`config.mk`:
```
export PLATFORM = sky130hd
export DESIGN_NAME = dmem_lsu
export DESIGN_NICKNAME = d
export VERILOG_FILES = /design/src/rtl/lsu_pkg.sv /design/src/rtl/lsu_align.sv /design/src/rtl/dmem_lsu.sv
export SDC_FILE = /design/constraint.sdc
export NUM_CORES = 1
export LEC_CHECK = 0
export BUFFER_PORTS_ARGS = -buffer_cell sky130_fd_sc_hd__buf_4
export CAP_MARGIN = 5
export CORE_MARGIN = 2
export CORE_UTILIZATION = 50
export CTS_CLUSTER_SIZE = 10
export DETAILED_ROUTE_END_ITERATION = 12
export HOLD_SLACK_MARGIN = 0.08
export PLACE_DENSITY = 0.86
export SETUP_SLACK_MARGIN = 0.5
export SYNTH_ARGS = -nofsm -noshare
export SYNTH_HDL_FRONTEND = slang
export SYNTH_SLANG_ARGS = --single-unit
```
`constraint.sdc`:
```
create_clock -name clk -period 3.5 [get_ports clk]
set_clock_uncertainty 0.2 [all_clocks]
set_input_delay 0.35 -clock clk [delete_from_list [all_inputs] [get_ports clk]]
set_output_delay 0.35 -clock clk [all_outputs]
set_load 0.005 [all_outputs]
```
`src/rtl/lsu_pkg.sv`:
```
// rtl/lsu_pkg.sv - shared FSM state type and RV32I load/store funct3 codes for dmem_lsu
package lsu_pkg;

  typedef enum logic [2:0] {
    IDLE,
    LOAD,
    STORE,
    RMW_RD,
    RMW_WR,
    ERR
  } lsu_state_t;

  localparam logic [2:0] F3_B  = 3'd0;
  localparam logic [2:0] F3_H  = 3'd1;
  localparam logic [2:0] F3_W  = 3'd2;
  localparam logic [2:0] F3_BU = 3'd4;
  localparam logic [2:0] F3_HU = 3'd5;

endpackage

```
`src/rtl/lsu_align.sv`:
```
// rtl/lsu_align.sv - combinational lane extract/extend for loads and lane merge for sub-word stores
module lsu_align
  import lsu_pkg::*;
#(
  parameter int XLEN = 32
) (
  input  logic [XLEN-1:0] word,
  input  logic [1:0]      lane,
  input  logic [2:0]      funct3,
  input  logic [15:0]     wdata,
  output logic [XLEN-1:0] load_data,
  output logic [XLEN-1:0] merged
);

  logic [7:0]  byte_sel;
  logic [15:0] half_sel;

  always_comb begin
    byte_sel = word[8*lane +: 8];
    half_sel = word[16*lane[1] +: 16];

    case (funct3)
      F3_B:    load_data = {{(XLEN-8){byte_sel[7]}}, byte_sel};
      F3_H:    load_data = {{(XLEN-16){half_sel[15]}}, half_sel};
      F3_BU:   load_data = {{(XLEN-8){1'b0}}, byte_sel};
      F3_HU:   load_data = {{(XLEN-16){1'b0}}, half_sel};
      default: load_data = word;
    endcase

    // Only the addressed lane is replaced; the rest of the read word is written back unchanged.
    merged = word;
    case (funct3[1:0])
      2'b00:   merged[8*lane +: 8] = wdata[7:0];
      2'b01:   merged[16*lane[1] +: 16] = wdata;
      default: merged = word;
    endcase
  end

endmodule

```
`src/rtl/dmem_lsu.sv`:
```
// rtl/dmem_lsu.sv - RV32I load/store unit to a word-wide memory port; LSU_MISALIGN_CHK_EN enables misalignment errors
module dmem_lsu
  import lsu_pkg::*;
#(
  parameter int XLEN = 32
) (
  input  logic            clk,
  input  logic            reset,
  input  logic            req_valid,
  input  logic            req_we,
  input  logic [2:0]      req_funct3,
  input  logic [XLEN-1:0] req_addr,
  input  logic [XLEN-1:0] req_wdata,
  output logic            req_ready,
  output logic            resp_valid,
  output logic [XLEN-1:0] resp_rdata,
  output logic            resp_err,
  output logic [XLEN-1:0] mem_addr,
  output logic            mem_we,
  output logic [XLEN-1:0] mem_wdata,
  input  logic [XLEN-1:0] mem_rdata
);

  lsu_state_t      state, state_nx;
  logic [2:0]      f3_q;
  logic [1:0]      lane_q;
  logic            accept;
  logic            bad_f3;
  logic            misalign;
  logic            done;
  logic [XLEN-1:0] load_data;
  logic [XLEN-1:0] merged;

  assign req_ready = (state == IDLE);
  assign accept    = req_valid && req_ready;
  assign done      = (state == LOAD) || (state == STORE) || (state == RMW_WR) || (state == ERR);

  always_comb begin
    if (req_we)
      bad_f3 = (req_funct3 != F3_B) && (req_funct3 != F3_H) && (req_funct3 != F3_W);
    else
      bad_f3 = (req_funct3 == 3'd3) || (req_funct3 == 3'd6) || (req_funct3 == 3'd7);
  end

`ifdef LSU_MISALIGN_CHK_EN
  assign misalign = ((req_funct3[1:0] == 2'b01) && req_addr[0]) ||
                    ((req_funct3[1:0] == 2'b10) && (req_addr[1:0] != 2'b00));
`else
  assign misalign = 1'b0;
`endif

  lsu_align #(.XLEN(XLEN)) u_align (
    .word      (mem_rdata),
    .lane      (lane_q),
    .funct3    (f3_q),
    .wdata     (mem_wdata[15:0]),
    .load_data (load_data),
    .merged    (merged)
  );

  always_ff @(posedge clk or posedge reset) begin
    if (reset) state <= IDLE;
    else       state <= state_nx;
  end

  // mem_we comes from state alone so an asynchronous reset drops it immediately.
  always_comb begin
    state_nx = state;
    mem_we   = 1'b0;
    case (state)
      IDLE: begin
        if (accept) begin
          if (bad_f3 || misalign)    state_nx = ERR;
          else if (!req_we)          state_nx = LOAD;
          else if (req_funct3 == F3_W) state_nx = STORE;
          else                       state_nx = RMW_RD;
        end
      end
      LOAD:    state_nx = IDLE;
      STORE: begin
        mem_we   = 1'b1;
        state_nx = IDLE;
      end
      RMW_RD:  state_nx = RMW_WR;
      RMW_WR: begin
        mem_we   = 1'b1;
        state_nx = IDLE;
      end
      ERR:     state_nx = IDLE;
      default: state_nx = IDLE;
    endcase
  end

  always_ff @(posedge clk or posedge reset) begin
    if (reset) begin
      f3_q       <= '0;
      lane_q     <= '0;
      mem_addr   <= '0;
      mem_wdata  <= '0;
      resp_valid <= 1'b0;
      resp_err   <= 1'b0;
      resp_rdata <= '0;
    end else begin
      resp_valid <= done;
      resp_err   <= (state == ERR);
      if (accept) begin
        f3_q     <= req_funct3;
        lane_q   <= req_addr[1:0];
        mem_addr <= {req_addr[XLEN-1:2], 2'b00};
        if (req_we) mem_wdata <= req_wdata;
      end
      // mem_wdata doubles as the merge buffer between the read and write halves of RMW.
      case (state)
        LOAD:                resp_rdata <= load_data;
        STORE, RMW_WR, ERR:  resp_rdata <= '0;
        RMW_RD:              mem_wdata  <= merged;
        default: ;
      endcase
    end
  end

endmodule

```
==> impl_metrics.csv <==
group,metric,value,unit
global_route,grt_max_degree,57,
placement,gp_congestion,0.925,
global_route,track_usage,0.346,
detailed_routing,drt_iter0_drc,660,
setup_path,crit_required,3.62,ns
logic_synthesis,syn_area_per_cell,10.3,um2
global_route,antenna_found_initial,1,
detailed_routing,wl,20800,um
logic_synthesis,synth_cell_types,51,
sta,post-route-period-util,0.738,
sta,fmax,387,MHz
setup_path,crit_path_end,"mem_wdata[30]",
detailed_routing,dr_total_vias,6005,
logic_synthesis,seq_area_frac_synth,0.464,
hold_path,holdPathStages,3,
cts,cts_tree,"yes",
sta,slew_viol_final,0,
floorplan,start_util,0.515,
setup_path,r2r_end,"mem_wdata[24]",
floorplan,die_w,110,um
cts,clock_path_buffers,2,
cts,post-cts-setup-buffers,0,
setup_path,rrSetupSlack,0.99,ns
global_route,grt_pass1_wl,31200,um
hold_path,hold_class,"in2reg",
sta,rsz0062_at_grt,"no",
logic_synthesis,syn_inst,546,
power,p_per_area,660,mW/mm2
layout,final_cell_area,0.00821,mm2
sta,finalHoldViolCount,0,
setup_path,cpMaxStageDelayCell,"nor2_1",
logic_synthesis,yosysTopAreaCellShare,0.464,
floorplan,num_rows,38,
setup_path,regToRegStartpoint,"lane_q[1]",
global_route,grt_pass1_vias,5795,
outcome,status,"finished clean",
setup_path,start_kind,"input pin",
placement,io_buffers,200,
cts,cts-root-buf,"clkbuf_8",
sta,slew_headroom,0.297,
global_route,grt_overflow_total,0,
setup_path,max_stage_delay,0.82,ns
detailed_routing,avgViaCountPerCell,6.28,
cts,holdBufCountCts,82,
sta,fin_tns_setup,0,ns
setup_path,critical_path.startpoint,"req_valid",
floorplan,die_y,110,um
power,leakage,3.78,nW
detailed_routing,drc,0,
sta,post-route-min-period,2.58,ns
cts,cts-htree-levels,3,
sta,setup_violations,0,
logic_synthesis,netlist_area,0.00561,mm2
logic_synthesis,yosys_register_bits,104,
setup_path,critical_path_arrival,2.70,ns
logic_synthesis,yosysTopAreaCell,"dfrtp_1",
cts,numClockSinks,104,
logic_synthesis,ys_warn_count,0,
setup_path,critPathKind,"in2reg",
floorplan,core_area,0.0109,mm2
setup_path,end_kind,"register",
setup_path,critical_path_buf_inv_count,2,
logic_synthesis,synth.area.top_cells,"dfrtp_1 46%, mux2_2 6.8%, a221o_1 5.0%",
setup_path,rr_worst_depth,7,
placement,place_hpwl,13700,um
cts,cts_resized,0,
job,drv_cap,0,
floorplan,io_pins,203,
floorplan,die-area,0.0121,mm2
setup_path,critPathMaxFanout,15,
setup_path,critPathTopFamily,"simple AND/OR/NAND/NOR gates",
logic_synthesis,ys_async_sr_fraction,1.00,
cts,clk_pin_slew,0.10,ns
sta,hold_slack,0.105,ns
logic_synthesis,synth_edf_count,0,
detailed_routing,firstDrtPassIters,5,
sta,tightestPinTransition,1.05,ns
setup_path,crit_cells,6,
detailed_routing,drtAntennaViolNets,0,
cts,cts_buffers,9,
layout,drive_above_1_share,0.336,
cts,clk_latency,0.39,ns
logic_synthesis,synth-main-ff-cell,"dfrtp_1",
layout,areaGrowthSynthToFinish,46.3,%
detailed_routing,wl_per_cell,21.7,um
placement,placed_cell_area,0.00720,mm2
logic_synthesis,synth_common_cells,"104 x dfrtp_1, 59 x nand2_1, 42 x o21ai_0",
power,vdd_drop_max,321,uV
logic_synthesis,synth_most_common_cell,"dfrtp_1",
setup_path,crit_chain,"dlygate4sd3_1 > buf_4 > and2_1 > and2_0 > nor2_1 > a221o_1",
layout,nNetsFinal,919,
-- area by class of cell --
type / instances / area [um2]
fillers: 736 / 2680
repair buffers: 300 / 2460
flip-flops and latches: 104 / 2600
multi-input cells: 389 / 2760
diodes: 1 / 2.50
inverters: 7 / 30.0
clock buffers: 12 / 155
well taps: 140 / 175
clock inverters: 3 / 25.0
-- per-layer routing --
layer | track usage | up-vias | wire length (um)
met2 | 0.571 | 410 | 10200
li1 | - | 2603 | -
met3 | 0.0628 | 85 | 2210
met4 | 0.177 | 0 | 936
met1 | 0.434 | 2907 | 7450
met5 | 0 | - | 0
-- worst register-to-register path, cell delays in order, from the launching register on --
cell	delay, ns
dfrtp_1	0.39
buf_4	0.40
ha_1	0.43
nor4bb_1	0.34
buf_4	0.21
a31oi_1	0.09
and3_1	0.22
o2bb2ai_1	0.15
-- registers in the layout, summed over array words and instances, names as in the netlist --
signal and count:
resp_valid 1, f3_q 3, resp_rdata 32, state 3, mem_wdata 32, resp_err 1
lane_q 2, mem_addr 30
-- placed cells by master, fill, tap and decap left out, types with 5 or more instances in the layout --
| cell | count |
|---|---|
| buf_4 | 218 |
| dfrtp_1 | 104 |
| dlygate4sd3_1 | 82 |
| nand2_1 | 59 |
| o21ai_0 | 42 |
| mux2_2 | 34 |
| a221o_1 | 28 |
| a21oi_1 | 25 |
| nor2_1 | 17 |
| a22o_1 | 17 |
| a31oi_1 | 15 |
| a221oi_1 | 15 |
| o2bb2ai_1 | 14 |
| mux2i_1 | 12 |
| clkbuf_8 | 11 |
| a32oi_1 | 10 |
| nand2b_1 | 8 |
| nor2b_1 | 8 |
| and3_1 | 8 |
| a21o_1 | 7 |
| nand3_1 | 7 |
| nor4b_1 | 7 |
| inv_1 | 6 |
| and2_1 | 6 |
| ha_1 | 5 |
-- cells by family (layout without fill, tap and decap cells) --
family	Yosys count	after routing	share of synthesized area
fa+ha+maj	5	5	0.0112
simple gates	143	143	0.137
mux	47	47	0.0937
other cells	1	3	0.000669
compound gates	191	191	0.247
xor+xnor	1	1	0.00156
flops	104	104	0.464
buf+inv	54	322	0.0448
-- per-stage QoR --
step	setup WS (ns)	std cells	power, mW	util
after floorplan	1.02	547	3.30	-
after global placement	1.20	858	4.43	0.662
after detailed placement	1.08	858	4.52	0.662
after CTS	1.02	955	5.30	0.754
after global routing	0.825	956	5.69	0.754
final	0.919	956	5.42	0.754
-- report_power, final --
group | switching [mW] | internal [mW] | total (mW) | leakage [nW]
registers | 0.480 | 1.67 | 2.15 | 1.29
logic | 1.18 | 1.36 | 2.53 | 2.39
clock network | 0.438 | 0.299 | 0.737 | 0.0891
-- how the worst min path moves through the flow --
stage,slack (ns),from,end
after CTS,0.1,mem_rdata[8],mem_wdata[8]
after global routing,0.11,mem_rdata[8],mem_wdata[8]
after global placement,0.27,resp_rdata[8],resp_rdata[8]
after floorplan,0.25,req_funct3[1],state[0]
final,0.11,mem_rdata[8],mem_wdata[8]
after detailed placement,0.27,resp_rdata[12],resp_rdata[12]
No activity file was read; power rests on OpenSTA's default activity.
